### config.mk
export PLATFORM = sky130hd
export DESIGN_NAME = tug_of_war_ctrl
export DESIGN_NICKNAME = d
export VERILOG_FILES = /design/src/rtl/tug_of_war_ctrl.sv
export SDC_FILE = /design/constraint.sdc
export NUM_CORES = 1
export LEC_CHECK = 0
export BUFFER_PORTS_ARGS = -buffer_cell sky130_fd_sc_hd__buf_2
export CAP_MARGIN = 20
export CELL_PAD_IN_SITES_DETAIL_PLACEMENT = 0
export CELL_PAD_IN_SITES_GLOBAL_PLACEMENT = 1
export CORE_ASPECT_RATIO = 2
export CORE_MARGIN = 2
export CORE_UTILIZATION = 35
export CTS_BUF_LIST = sky130_fd_sc_hd__clkbuf_8
export DETAILED_ROUTE_END_ITERATION = 7
export MAX_ROUTING_LAYER = met4
export PLACE_DENSITY_LB_ADDON = 0.1
export SYNTH_ARGS = -nofsm -noshare
export SYNTH_HDL_FRONTEND = slang
export SYNTH_SLANG_ARGS = --single-unit
### constraint.sdc
create_clock -name clk -period 4.4 [get_ports clk]
set_input_delay 1.32 -clock clk [delete_from_list [all_inputs] [get_ports clk]]
set_output_delay 1.32 -clock clk [all_outputs]
set_load 0.005 [all_outputs]
### src/rtl/tug_of_war_ctrl.sv
// -----------------------------------------------------------------------------
// tug_of_war_ctrl
//
// Game controller for the tug-of-war playfield. Conditions the two raw player
// keys (two-flop synchroniser plus rising-edge detector each), cancels
// simultaneous presses, and walks a single lit position along a row of
// NUM_LIGHTS lamps. A press that would push the light off either end wins the
// round for that player. A round is followed by a release/restart handshake:
//   PLAY    -> WIN      on the winning press
//   WIN     -> RESTART  once both synchronised keys read low in the same cycle
//   RESTART -> PLAY     exactly RESTART_CYCLES edges after entering RESTART
//
// Parameters
//   NUM_LIGHTS      number of lamps; odd, >= 3; centre index NUM_LIGHTS/2
//   SCORE_W         width of each saturating score counter
//   RESTART_CYCLES  idle cycles spent in RESTART; >= 1
//
// Ports
//   clk           in   clock, all state on the rising edge
//   reset         in   synchronous, active-high reset
//   key_l, key_r  in   raw player keys, active-high, asynchronous to clk
//   lights        out  one-hot lit position (MSB = leftmost), all-0 outside PLAY
//   left_score    out  left-player wins, saturating
//   right_score   out  right-player wins, saturating
//   winner        out  2'b00 none, 2'b10 left won, 2'b01 right won
//   round_active  out  high while in PLAY
//
// Every output is a flop; the key path always passes through the
// synchroniser and the state registers before reaching any output.
// -----------------------------------------------------------------------------
module tug_of_war_ctrl #(
    parameter int NUM_LIGHTS     = 9,
    parameter int SCORE_W        = 3,
    parameter int RESTART_CYCLES = 4
) (
    input  logic                  clk,
    input  logic                  reset,
    input  logic                  key_l,
    input  logic                  key_r,
    output logic [NUM_LIGHTS-1:0] lights,
    output logic [SCORE_W-1:0]    left_score,
    output logic [SCORE_W-1:0]    right_score,
    output logic [1:0]            winner,
    output logic                  round_active
);

    // -------------------------------------------------------------------------
    // Derived constants
    // -------------------------------------------------------------------------
    localparam int POS_W = $clog2(NUM_LIGHTS);
    localparam int CNT_W = (RESTART_CYCLES > 1) ? $clog2(RESTART_CYCLES) : 1;

    localparam logic [POS_W-1:0]   POS_CENTRE    = POS_W'(NUM_LIGHTS / 2);
    localparam logic [POS_W-1:0]   POS_LEFT_END  = POS_W'(NUM_LIGHTS - 1);
    localparam logic [POS_W-1:0]   POS_RIGHT_END = {POS_W{1'b0}};
    localparam logic [POS_W-1:0]   POS_ONE       = POS_W'(1);

    localparam logic [CNT_W-1:0]   CNT_LOAD      = CNT_W'(RESTART_CYCLES - 1);
    localparam logic [CNT_W-1:0]   CNT_ZERO      = {CNT_W{1'b0}};
    localparam logic [CNT_W-1:0]   CNT_ONE       = CNT_W'(1);

    localparam logic [SCORE_W-1:0] SCORE_ZERO    = {SCORE_W{1'b0}};

    localparam logic [1:0]         WIN_NONE      = 2'b00;
    localparam logic [1:0]         WIN_LEFT      = 2'b10;
    localparam logic [1:0]         WIN_RIGHT     = 2'b01;

    typedef enum logic [1:0] {
        ST_PLAY    = 2'b00,
        ST_WIN     = 2'b01,
        ST_RESTART = 2'b10
    } state_t;

    // -------------------------------------------------------------------------
    // Helper functions
    // -------------------------------------------------------------------------

    // One-hot lamp pattern for a position index (bit 0 = rightmost lamp).
    function automatic logic [NUM_LIGHTS-1:0] pos_to_onehot(input logic [POS_W-1:0] pos);
        logic [NUM_LIGHTS-1:0] v;
        v = {NUM_LIGHTS{1'b0}};
        for (int i = 0; i < NUM_LIGHTS; i++) begin
            v[i] = (pos == POS_W'(i));
        end
        return v;
    endfunction

    // Increment that sticks at all-ones instead of wrapping.
    function automatic logic [SCORE_W-1:0] sat_inc(input logic [SCORE_W-1:0] s);
        logic [SCORE_W-1:0] r;
        if (&s) begin
            r = s;
        end else begin
            r = s + SCORE_W'(1);
        end
        return r;
    endfunction

    // -------------------------------------------------------------------------
    // Key conditioning
    // -------------------------------------------------------------------------
    // All conditioning flops reset to 1 so a key held through reset looks like
    // a continuing high level and produces no press.
    logic key_l_meta_r, key_l_sync_r, key_l_prev_r;
    logic key_r_meta_r, key_r_sync_r, key_r_prev_r;
    logic press_l_s, press_r_s;
    logic move_l_s, move_r_s;

    // Left key: two-flop synchroniser followed by the edge-detect history flop.
    always_ff @(posedge clk) begin
        if (reset) begin
            key_l_meta_r <= 1'b1;
            key_l_sync_r <= 1'b1;
            key_l_prev_r <= 1'b1;
        end else begin
            key_l_meta_r <= key_l;
            key_l_sync_r <= key_l_meta_r;
            key_l_prev_r <= key_l_sync_r;
        end
    end

    // Right key: two-flop synchroniser followed by the edge-detect history flop.
    always_ff @(posedge clk) begin
        if (reset) begin
            key_r_meta_r <= 1'b1;
            key_r_sync_r <= 1'b1;
            key_r_prev_r <= 1'b1;
        end else begin
            key_r_meta_r <= key_r;
            key_r_sync_r <= key_r_meta_r;
            key_r_prev_r <= key_r_sync_r;
        end
    end

    // Rising-edge pulses and arbitration: simultaneous presses cancel out.
    always_comb begin
        press_l_s = key_l_sync_r & ~key_l_prev_r;
        press_r_s = key_r_sync_r & ~key_r_prev_r;
        move_l_s  = press_l_s & ~press_r_s;
        move_r_s  = press_r_s & ~press_l_s;
    end

    // -------------------------------------------------------------------------
    // Game state
    // -------------------------------------------------------------------------
    state_t               state_r,       state_next_s;
    logic [POS_W-1:0]     pos_r,         pos_next_s;
    logic [CNT_W-1:0]     cnt_r,         cnt_next_s;
    logic [1:0]           winner_r,      winner_next_s;
    logic [SCORE_W-1:0]   left_score_r,  left_score_next_s;
    logic [SCORE_W-1:0]   right_score_r, right_score_next_s;
    logic [NUM_LIGHTS-1:0] lights_r,     lights_next_s;
    logic                 round_active_r, round_active_next_s;

    // Next-state logic for the round FSM, position, scores and restart counter.
    always_comb begin
        state_next_s       = state_r;
        pos_next_s         = pos_r;
        cnt_next_s         = cnt_r;
        winner_next_s      = winner_r;
        left_score_next_s  = left_score_r;
        right_score_next_s = right_score_r;

        case (state_r)
            ST_PLAY: begin
                if (move_l_s) begin
                    if (pos_r == POS_LEFT_END) begin
                        state_next_s      = ST_WIN;
                        winner_next_s     = WIN_LEFT;
                        left_score_next_s = sat_inc(left_score_r);
                    end else begin
                        pos_next_s = pos_r + POS_ONE;
                    end
                end else if (move_r_s) begin
                    if (pos_r == POS_RIGHT_END) begin
                        state_next_s       = ST_WIN;
                        winner_next_s      = WIN_RIGHT;
                        right_score_next_s = sat_inc(right_score_r);
                    end else begin
                        pos_next_s = pos_r - POS_ONE;
                    end
                end else begin
                    pos_next_s = pos_r;
                end
            end

            ST_WIN: begin
                // Both players must have let go before the round can restart.
                if (!key_l_sync_r && !key_r_sync_r) begin
                    state_next_s = ST_RESTART;
                    cnt_next_s   = CNT_LOAD;
                end else begin
                    state_next_s = ST_WIN;
                end
            end

            ST_RESTART: begin
                // Counter loaded with N-1 on entry, so PLAY follows N edges later.
                if (cnt_r == CNT_ZERO) begin
                    state_next_s  = ST_PLAY;
                    pos_next_s    = POS_CENTRE;
                    winner_next_s = WIN_NONE;
                end else begin
                    cnt_next_s = cnt_r - CNT_ONE;
                end
            end

            default: begin
                // Unreachable encoding: recover into a clean round.
                state_next_s  = ST_PLAY;
                pos_next_s    = POS_CENTRE;
                winner_next_s = WIN_NONE;
                cnt_next_s    = CNT_ZERO;
            end
        endcase
    end

    // Output values computed from the next state so they can be registered.
    always_comb begin
        lights_next_s       = {NUM_LIGHTS{1'b0}};
        round_active_next_s = 1'b0;
        if (state_next_s == ST_PLAY) begin
            lights_next_s       = pos_to_onehot(pos_next_s);
            round_active_next_s = 1'b1;
        end else begin
            lights_next_s       = {NUM_LIGHTS{1'b0}};
            round_active_next_s = 1'b0;
        end
    end

    // State and output registers; reset starts a fresh round at the centre.
    always_ff @(posedge clk) begin
        if (reset) begin
            state_r        <= ST_PLAY;
            pos_r          <= POS_CENTRE;
            cnt_r          <= CNT_ZERO;
            winner_r       <= WIN_NONE;
            left_score_r   <= SCORE_ZERO;
            right_score_r  <= SCORE_ZERO;
            lights_r       <= pos_to_onehot(POS_CENTRE);
            round_active_r <= 1'b1;
        end else begin
            state_r        <= state_next_s;
            pos_r          <= pos_next_s;
            cnt_r          <= cnt_next_s;
            winner_r       <= winner_next_s;
            left_score_r   <= left_score_next_s;
            right_score_r  <= right_score_next_s;
            lights_r       <= lights_next_s;
            round_active_r <= round_active_next_s;
        end
    end

    assign lights       = lights_r;
    assign left_score   = left_score_r;
    assign right_score  = right_score_r;
    assign winner       = winner_r;
    assign round_active = round_active_r;

endmodule

==> Implementation_results.wiki <==
{| class="wikitable"
! Metric !! Value
|-
| Status || finished, final reports clean
|-
| Net count after synthesis || slightly below 200
|-
| Launching point of the worst reg2reg path || key_l_sync_r
|-
| Number of buffers added by the clock tree synthesis step || 5
|-
| Post-detailed-placement half-perimeter wirelength || slightly below 3 mm
|-
| Grt ovf || 0
|-
| Final Setup Violations || 0
|-
| Number of hold violations in the final report || 0
|-
| Postcts setup bufs || 0
|-
| Arrival time of data at the critical path endpoint || ~2800 ps
|-
| Start point of the worst hold path || key_r_meta_r
|-
| Most frequent cells in the layout || dfxtp_1, buf_2, ha_1, inv_1, nor2_1
|-
| Shortest period the worst path allows || ~2600 ps
|-
| CTS tree || done
|-
| Die area || 5360 sq um
|-
| Ratio of final minimum period to clock period || between 50% and 60%
|-
| Cell repeated most along the worst path || nor2b_1
|-
| Min-Delay Path Class || reg2reg
|-
| Post-DR vias/cell || around 5.4
|-
| Leakage dissipation || ~0.83 nW
|-
| Final setup TNS || 0 ps
|-
| Clock latency at the later pin of the worst-skew pair || between 200 and 300 ps
|-
| Top FF cell, synth || dfxtp_1
|-
| Antenna violation net count after detailed routing || 0
|-
| Post-route worst setup slack || approximately 1800 ps
|-
| Clock input transition at the sequential cells of the worst setup and hold paths || 70 ps
|-
| R2r worst-path depth || 7
|-
| Root Buffer || clkbuf_8
|-
| Largest delay share family, worst path || simple AND/OR/NAND/NOR gates
|-
| Wire length on met3 || roughly 150 microns
|-
| Antenna violations before repair || 0
|-
| Largest net degree at the start of global routing || 22
|-
| Number of sinks driven by the clock tree || 32
|-
| Uppermost metal layer occupied by signal nets || met4
|-
| Synthesis Warnings || 0
|-
| Series of cell instances along the critical path || nor2b_1 > ha_1 > nor2b_1 > a311o_1 > a2111oi_2 > nand2_1 > nor4_1
|-
| Critical Setup Path Class || reg2reg
|-
| Highest achievable clock rate || ~380 MHz
|-
| Number of cells produced by synthesis || roughly 180
|-
| Std-Cell Rows || 35
|-
| Vias after detailed routing || approximately 1,400
|-
| CP peak stage delay || between 500 and 600 ps
|-
| Wirelength, routed || 3.80 mm
|-
| Mapped Area || roughly 1700 sq um
|-
| Post-detailed-route wirelength per cell || between 10 and 15 microns
|-
| Count of nets after finishing || 217
|-
| Relative max-transition margin || 62.1%
|-
| Share of post-route cells with drive strength above 1 || roughly 23%
|-
| Placeable core region || roughly 4600 sq um
|-
| Die width || about 53 microns
|-
| Starting utilization of the core area || a little over a third
|-
| Setup crit start || key_l_sync_r
|-
| Global-route wire length before repair || 6.16 mm
|-
| Layout-stage area growth over the synthesis result || 15.9%
|-
| Setup repair after global routing missed its margin || false
|-
| Maximum capacitance violations || 0
|-
| Clock Path Buffers || 2
|-
| Total buffers and inverters traversed by the critical path || 0
|-
| Average footprint of a synthesized cell || 9.30 sq um
|-
| Total power || around 740 uW
|-
| Setup clock skew after layout || roughly 4.2 ps
|-
| CTS Hold Bufs || 0
|-
| Slowest-stage cell, CP || ha_1
|-
| Least-Margin Pin Slew || between 500 and 600 ps
|-
| Die height || 102 microns
|-
| Number of H-tree levels || 2
|-
| Synth cell types || slightly below 50
|-
| Number of cells on the worst hold path || 1
|-
| Startpoint class of the critical path || flop
|-
| Worst Setup End Kind || flop
|-
| Routability Congestion || ~0.83
|-
| Number of synthesized flops with an enable pin || 0
|-
| #FFs+latches synth || 32
|-
| Final core area utilization || 42.0%
|-
| Met2 Routed Length || 2.21 mm
|-
| CP max FO || 18
|-
| Number of global-route vias before repair || roughly 1,300
|-
| Slew Limit Fails || 0
|-
| Overall track demand over capacity in global routing || 16.3%
|-
| Worst EP required || 4580 ps
|-
| IR drop worst, VDD || between 0.0002 and 0.00025 V
|-
| Detailed-route DRC error count || 0
|-
| Power density of the placed cells || ~390 nW/um^2
|-
| Placement Setup Slack || 1730 ps
|-
| Share of synthesized flip-flops with an asynchronous set or reset || 0%
|-
| Top Ports || 22
|-
| Initial DRC count || 11
|-
| Metal1 wirelength || 1.35 mm
|-
| Count of antenna diodes in the layout || 0
|-
| Count of TritonRoute iterations in the first routing pass || 4
|-
| Number of instances resized during post-cts repair || 0
|-
| Most common cell after layout, fill and taps aside || dfxtp_1
|-
| Count of input and output buffers || 21
|-
| Sequential share of the synthesized area || ~38%
|-
| Cell count along the critical path || 7
|}
[final cells by class]
| cell class | count | area [sq um] |
|---|---|---|
| multi-input combinational | 128 | 943 |
| clock inverter | 1 | 30.0 |
| fill | 478 | 2670 |
| tap | 55 | 68.8 |
| timing repair buffer | 21 | 105 |
| clock buffer | 7 | 96.3 |
| sequential | 32 | 641 |
| inverter | 12 | 45.0 |
[per-stage QoR]
step | cells | hold slack (ps) | instance area [sq um]
finish | 256 | 409 | 1930
global route | 256 | 421 | 1930
CTS | 256 | 410 | 1930
detailed placement | 248 | 394 | 1800
global placement | 248 | 395 | 1800
floorplan | 179 | 389 | 1670
[cells in the mapped netlist, types with 3 or more instances]
master | n | area [sq um]
dfxtp_1 | 32 | 641
ha_1 | 13 | 163
inv_1 | 12 | 45.0
nor2_1 | 11 | 41.3
a21oi_1 | 10 | 50.1
nand2_1 | 10 | 37.5
o21ai_0 | 7 | 35.0
or2_2 | 7 | 43.8
nor2b_1 | 6 | 37.5
nor4_1 | 5 | 31.3
clkbuf_1 | 4 | 15.0
mux2i_1 | 4 | 40.0
nand2b_1 | 4 | 25.0
nor3_1 | 4 | 20.0
a21boi_0 | 3 | 22.5
and2_1 | 3 | 18.8
nand3_1 | 3 | 15.0
[final timing paths]
kind                       end  slack (ps)
setup / recovery     lights[2]        1780
hold / removal    key_r_sync_r         410
setup reg to reg     lights[2]        1780
hold reg to reg   key_r_sync_r         410
[kinds of logic (layout without fill, tap and decap cells)]
family                   after synthesis  count (layout)  share of synthesized area [%]
flip-flops                            32              32                           38.5
AND/OR/NAND/NOR                       67              67                           24.0
buffers and inverters                 19              41                           4.88
XOR/XNOR                               4               4                           2.10
AO/OA/AOI/OAI                         39              39                           17.7
multiplexers                           5               5                           3.08
adder cells (fa/ha/maj)               13              13                           9.77
[power breakdown]
group / total, mW / switching [mW] / internal, mW
Combinational: 0.122 / 0.0749 / 0.0475
Sequential: 0.313 / 0.0102 / 0.303
Clock: 0.308 / 0.108 / 0.200
Total: 0.743 / 0.193 / 0.550
[per-layer routing]
layer,vias up,GRT usage [%]
met5,-,-
met4,0,7.89
li1,678,-
met2,34,30.5
met1,663,14.2
met3,8,4.28
[state kept, by name (all words and copies together) (netlist names), 2 cells and up]
name,flops
winner,2
lights,9
pos_r,4
state_r,2
cnt_r,2
left_score,3
right_score,3
No activity file was read; power rests on OpenSTA's default activity.
